--- src/rtl/frame_addr_pkg.sv ---
// Shared defaults and swap-FSM encoding for the frame address generator.
package frame_addr_pkg;

  localparam int unsigned DEF_H_ACTIVE    = 640;
  localparam int unsigned DEF_V_ACTIVE    = 480;
  localparam int unsigned DEF_SCALE_SHIFT = 1;
  localparam int unsigned DEF_ADDR_W      = 19;
  localparam int unsigned COORD_W         = 10;

  typedef enum logic {
    ST_IDLE    = 1'b0,
    ST_PENDING = 1'b1
  } swap_state_e;

endpackage

--- src/rtl/buf_swap_ctrl.sv ---
// Double-buffer swap control: arms on swap_req, toggles buf_sel on the next frame-start sample.
module buf_swap_ctrl
  import frame_addr_pkg::*;
(
  input  logic clk,
  input  logic reset,
  input  logic i_pix_en,
  input  logic i_frame_start,
  input  logic i_swap_req,
  output logic o_buf_sel,
  output logic o_buf_use_c,
  output logic o_swap_ack
);

  swap_state_e r_state;
  swap_state_e w_state_nxt;
  logic        w_fs_sample;
  logic        w_swap_now;
  logic        r_buf_sel;
  logic        r_ack_s1;
  logic        r_swap_ack;

  assign w_fs_sample = i_pix_en & i_frame_start;

  always_ff @(posedge clk) begin
    if (reset) r_state <= ST_IDLE;
    else       r_state <= w_state_nxt;
  end

  // A request coinciding with a frame start in IDLE is consumed immediately.
  always_comb begin
    w_state_nxt = r_state;
    case (r_state)
      ST_IDLE:    if (i_swap_req && !w_fs_sample) w_state_nxt = ST_PENDING;
      ST_PENDING: if (w_fs_sample)                w_state_nxt = ST_IDLE;
      default:    w_state_nxt = ST_IDLE;
    endcase
  end

  always_comb begin
    w_swap_now = 1'b0;
    case (r_state)
      ST_IDLE:    w_swap_now = i_swap_req & w_fs_sample;
      ST_PENDING: w_swap_now = w_fs_sample;
      default:    w_swap_now = 1'b0;
    endcase
  end

  // Ack trails the swap by two cycles so it lines up with the address pipeline.
  always_ff @(posedge clk) begin
    if (reset) begin
      r_buf_sel  <= 1'b0;
      r_ack_s1   <= 1'b0;
      r_swap_ack <= 1'b0;
    end else begin
      r_buf_sel  <= r_buf_sel ^ w_swap_now;
      r_ack_s1   <= w_swap_now;
      r_swap_ack <= r_ack_s1;
    end
  end

  assign o_buf_sel   = r_buf_sel;
  assign o_buf_use_c = r_buf_sel ^ w_swap_now;
  assign o_swap_ack  = r_swap_ack;

endmodule

--- src/rtl/frame_addr_gen.sv ---
// Two-stage pixel-to-framebuffer address pipeline with double-buffer base select.
// Optional horizontal mirroring when FRAME_ADDR_MIRROR_EN is defined.
module frame_addr_gen
  import frame_addr_pkg::*;
#(
  parameter int unsigned H_ACTIVE    = DEF_H_ACTIVE,
  parameter int unsigned V_ACTIVE    = DEF_V_ACTIVE,
  parameter int unsigned SCALE_SHIFT = DEF_SCALE_SHIFT,
  parameter int unsigned ADDR_W      = DEF_ADDR_W
) (
  input  logic              clk,
  input  logic              reset,
  input  logic [9:0]        hcount,
  input  logic [9:0]        vcount,
  input  logic              pix_en,
  input  logic              swap_req,
  output logic [ADDR_W-1:0] addr,
  output logic              addr_valid,
  output logic              in_active,
  output logic              buf_sel,
  output logic              swap_ack
);

  localparam int unsigned       CALC_W      = 32;
  localparam int unsigned       H_STRIDE    = H_ACTIVE >> SCALE_SHIFT;
  localparam int unsigned       FRAME_WORDS = H_STRIDE * (V_ACTIVE >> SCALE_SHIFT);
  localparam longint unsigned   BUF_SPAN    = 64'(2) * 64'(FRAME_WORDS);
  localparam longint unsigned   ADDR_SPAN   = 64'(1) << ADDR_W;

  if (BUF_SPAN > ADDR_SPAN) begin : g_addr_chk
    $error("frame_addr_gen: ADDR_W too small for two frame buffers");
  end
  if (SCALE_SHIFT > 3) begin : g_scale_chk
    $error("frame_addr_gen: SCALE_SHIFT must be 0..3");
  end

  logic              w_frame_start;
  logic              w_buf_use;
  logic              w_h_in;
  logic              w_v_in;
  logic [9:0]        w_h_clamp;
  logic [9:0]        w_v_clamp;
  logic [CALC_W-1:0] w_addr_sum;

  logic              r_valid_s1;
  logic              r_in_s1;
  logic [9:0]        r_h_s1;
  logic [9:0]        r_v_s1;
  logic [ADDR_W-1:0] r_base_s1;
  logic [ADDR_W-1:0] r_addr;
  logic              r_addr_valid;
  logic              r_in_active;

  assign w_frame_start = (hcount == 10'd0) && (vcount == 10'd0);

  buf_swap_ctrl u_swap (
    .clk          (clk),
    .reset        (reset),
    .i_pix_en     (pix_en),
    .i_frame_start(w_frame_start),
    .i_swap_req   (swap_req),
    .o_buf_sel    (buf_sel),
    .o_buf_use_c  (w_buf_use),
    .o_swap_ack   (swap_ack)
  );

  // Out-of-range coordinates clamp to 0 independently per axis.
  assign w_h_in = {1'b0, hcount} < 11'(H_ACTIVE);
  assign w_v_in = {1'b0, vcount} < 11'(V_ACTIVE);

`ifdef FRAME_ADDR_MIRROR_EN
  assign w_h_clamp = w_h_in ? (10'(H_ACTIVE - 1) - hcount) : 10'd0;
`else
  assign w_h_clamp = w_h_in ? hcount : 10'd0;
`endif
  assign w_v_clamp = w_v_in ? vcount : 10'd0;

  always_ff @(posedge clk) begin
    if (reset) begin
      r_valid_s1 <= 1'b0;
      r_in_s1    <= 1'b0;
      r_h_s1     <= '0;
      r_v_s1     <= '0;
      r_base_s1  <= '0;
    end else begin
      r_valid_s1 <= pix_en;
      if (pix_en) begin
        r_in_s1   <= w_h_in & w_v_in;
        r_h_s1    <= w_h_clamp >> SCALE_SHIFT;
        r_v_s1    <= w_v_clamp >> SCALE_SHIFT;
        r_base_s1 <= w_buf_use ? ADDR_W'(FRAME_WORDS) : '0;
      end
    end
  end

  assign w_addr_sum = CALC_W'(r_base_s1) + (CALC_W'(r_v_s1) * CALC_W'(H_STRIDE))
                    + CALC_W'(r_h_s1);

  // Idle cycles drop addr_valid but hold the last address and range flag.
  always_ff @(posedge clk) begin
    if (reset) begin
      r_addr       <= '0;
      r_addr_valid <= 1'b0;
      r_in_active  <= 1'b0;
    end else begin
      r_addr_valid <= r_valid_s1;
      if (r_valid_s1) begin
        r_addr      <= ADDR_W'(w_addr_sum);
        r_in_active <= r_in_s1;
      end
    end
  end

  assign addr       = r_addr;
  assign addr_valid = r_addr_valid;
  assign in_active  = r_in_active;

endmodule
--- config.mk ---
export PLATFORM = sky130hd
export DESIGN_NAME = frame_addr_gen
export DESIGN_NICKNAME = d
export VERILOG_FILES = /design/src/rtl/frame_addr_pkg.sv /design/src/rtl/buf_swap_ctrl.sv /design/src/rtl/frame_addr_gen.sv
export SDC_FILE = /design/constraint.sdc
export NUM_CORES = 1
export LEC_CHECK = 0
export BUFFER_PORTS_ARGS = -buffer_cell sky130_fd_sc_hd__buf_2
export CORE_MARGIN = 2
export CORE_UTILIZATION = 52
export CTS_BUF_LIST = sky130_fd_sc_hd__clkbuf_2 sky130_fd_sc_hd__clkbuf_4 sky130_fd_sc_hd__clkbuf_8
export DETAILED_ROUTE_END_ITERATION = 10
export MAX_ROUTING_LAYER = met4
export PLACE_DENSITY = 0.83
export SYNTH_ARGS = -nofsm -noshare
export SYNTH_HDL_FRONTEND = slang
export SYNTH_SLANG_ARGS = --single-unit
--- constraint.sdc ---
create_clock -name clk -period 3.6 [get_ports clk]
set_clock_uncertainty 0.15 [all_clocks]
set_input_delay 0.54 -clock clk [delete_from_list [all_inputs] [get_ports clk]]
set_output_delay 0.54 -clock clk [all_outputs]
set_load 0.05 [all_outputs]
==> flow_summary.toml <==
[outcome]
status = "complete, no violations"

[final_layout]
final_cell_area_sq_um = 2710
area_delta_synth_final_pct = 16.2
num-nets-final = 334
fin_util = 0.626
layout-drive-gt1-share = 0.233
final.fill_count = 379
mostFrequentLayoutCells = "dfxtp_1, buf_2, nor2_1"
n_antenna_cell = 0
instances_no_fill = 339

[floorplanning]
fp.dieH_um = 70.9
core_area_sq_um = 4320
start_util = 0.538
io_pins = 47
die_w_um = 70.9
dieArea_sq_um = 5030
row_count = 24

[placed_design]
port_buffers = 46
dp_cells = 329
pre_cts_ws_ns = 0.105
gp_congestion = 0.855
hpwl_um = 3620
placed_area_sq_um = 2590

[worst_setup_path]
worst-r2r-cell-count = 12
r2r-end = "addr[17]$_SDFFE_PP0P_"
cp-end-kind = "register"
timing.rr.start = "r_v_s1[2]$_SDFFE_PP0P_"
r2r_slack_ns = 0.14
path_class = "reg -> reg"
cp-start-kind = "register"
worstPathArrival_ns = 3.55
crit_fanout = 4
worstPathRequired_ns = 3.69
crit_path_start = "r_v_s1[2]$_SDFFE_PP0P_"

[yosys]
yosysUniqueCellTypes = 50
netlist_area_sq_um = 2330
netlist_instances = 240
muxShareOfSynthArea = 0.0516
ys_ff_latch = 46
seq_area_frac_synth = 0.395
synth_top_flop_cell = "dfxtp_1"
synth-xor-area-share = 0.0376
synth_fp_nets = 287
synthArstFlopShare = 0
ys.warnings.count = 0
synth_compound_area_frac = 0.175
synth-adder-area-share = 0.130
syn_avg_cell_area_sq_um = 9.70
yosys.area_share.simple = 0.181
synth_edf_count = 0
synth_top_family_by_area = "simple AND/OR/NAND/NOR gates"

[drt]
drc_errors = 0
wirelength_um = 4820
first_pass_iters = 4
drtIter0Drc = 46
wl_per_cell_um = 14.2
vias_per_cell = 5.62
ant_nets = 0
vias = 1906

[timing]
setup_viol = 0
maxSlewHeadroom = 0.317
fin_crit_sh = 0.962
tightestPinTransition_ns = 1.02
postLayoutSetupSlackWorst_ns = 0.137
fin_crit_ns = 3.46
max_freq_mhz = 289
drv_slew = 0
hold_violations = 0

[clock_network]
h-tree-depth = 2
cts.sinks = 46
cts_hold_buf = 0
clk_latency_ns = 0.30
cts_root_buf = "clkbuf_8"
numCtsBuffers = 5
tritoncts = "built"
clockBufferDepth = 2
clkSlewWorstSetupHoldPaths_ns = 0.08

[grt]
antenna_found_initial = 0
overflow = 0
grt_pass1_wl_um = 8180
grt_max_degree = 35
track_usage = 0.207
grt_pass1_vias = 1882

[power_and_ir_drop]
pwr-share-comb = 0.147
p_leak_nw = 1.25
p_sw_frac = 0.274
ir_drop_mv = 0.226
p_switching_uw = 273
p_int_uw = 723
clkPwrFrac = 0.310
power_uw = 996
p_per_area_nw_per_um2 = 368
seq_power_share = 0.543

[hold_path]
min_to = "u_swap.o_swap_ack$_SDFF_PP0_"
hold_depth = 1
holdCritStartpoint = "u_swap.r_ack_s1$_SDFF_PP0_"
worstHoldPathType = "reg -> reg"

[run]
maxCapViolCount = 0
==> logic make-up (layout without fill, tap and decap cells) <==
kind of cell               count (synthesis)  count (layout)
muxes                                     12              12
DFF                                       46              46
AOI/OAI and AO/OA                         55              55
buffers and inverters                     18              65
adders and majority gates                 23              23
xor gates and xnor gates                  10              10
and+or+nand+nor                           76              76
==> registers in the layout (all words and copies together), names as in the netlist <==
name,flops
r_in_s1,1
r_base_s1,1
addr_valid,1
r_v_s1,9
u_swap.r_state,1
u_swap.o_swap_ack,1
u_swap.r_ack_s1,1
in_active,1
r_h_s1,9
u_swap.o_buf_sel,1
r_valid_s1,1
addr,19
==> stage by stage <==
step	setup TNS, ns	hold slack (ns)
6_report	0	0.309
5_1_grt	-0.0583	0.318
4_1_cts	0	0.309
3_5_place_dp	0	0.283
3_3_place_gp	0	0.291
2_1_floorplan	0	0.264
==> timing repair <==
action                                  in CTS  in global routing
setup buffers                                0                  3
hold endpoints to repair                     0                  0
endpoints found under the setup margin       0                  1
gates resized for setup                      0                  2
==> power groups by stage <==
stage	clock, mW	sequential (mW)	combinational, mW
3_5_place_dp	0	0.552	0.144
2_1_floorplan	0	0.574	0.0777
4_1_cts	0.313	0.540	0.145
6_report	0.309	0.540	0.146
3_3_place_gp	0	0.551	0.141
5_1_grt	0.334	0.543	0.161
==> Yosys cell counts (all sizes together), types with 4 or more instances <==
| cell | n | area share |
|---|---|---|
| mux2i | 12 | 0.052 |
| clkbuf | 8 | 0.013 |
| nor2b | 6 | 0.016 |
| nand2b | 6 | 0.016 |
| nand2 | 4 | 0.0064 |
| o21ai | 9 | 0.019 |
| xor2 | 5 | 0.019 |
| or3 | 4 | 0.011 |
| xnor2 | 5 | 0.019 |
| dfxtp | 46 | 0.40 |
| a211oi | 4 | 0.013 |
| nor2 | 27 | 0.045 |
| nor4 | 5 | 0.013 |
| a22o | 14 | 0.053 |
| inv | 8 | 0.013 |
| a21oi | 9 | 0.019 |
| ha | 21 | 0.11 |
==> critical path: stages (launching register included) <==
cell	delay, ns
dfxtp_1	0.34
ha_1	0.33
ha_1	0.31
a211o_1	0.29
a311oi_2	0.35
o21bai_1	0.12
a21oi_1	0.17
xnor2_1	0.14
ha_1	0.27
and2_1	0.16
a32o_1	0.28
a2111oi_2	0.35
nand4b_1	0.15
==> how the worst max path moves through the flow <==
stage	end	slack, ns	depth (start not counted)
4_1_cts	addr[17]$_SDFFE_PP0P_	0.08	12
3_3_place_gp	addr[17]$_SDFFE_PP0P_	0.23	12
2_1_floorplan	addr[17]$_SDFFE_PP0P_	0.34	12
3_5_place_dp	addr[17]$_SDFFE_PP0P_	0.10	12
5_1_grt	addr[17]$_SDFFE_PP0P_	-0.06	12
6_report	addr[17]$_SDFFE_PP0P_	0.14	12
==> area by class of cell <==
cell class,count,area (sq um),area share
repair buffers,50,260,0.0962
clock buffers,6,76.3,0.0282
well taps,52,65.1,0.0240
multi-input cells,176,1350,0.497
flip-flops and latches,46,921,0.340
inverters,8,30.0,0.0111
clock inverters,1,7.51,0.00277
==> metal layers <==
layer	up-vias	part of all wire	track usage	wire length, um
met2	49	0.48	0.336	2300
met5	-	0	-	0
met4	0	0.015	0.0734	72
met1	873	0.47	0.254	2260
met3	9	0.040	0.0456	193
li1	975	-	-	-
No activity file was read; power rests on OpenSTA's default activity.
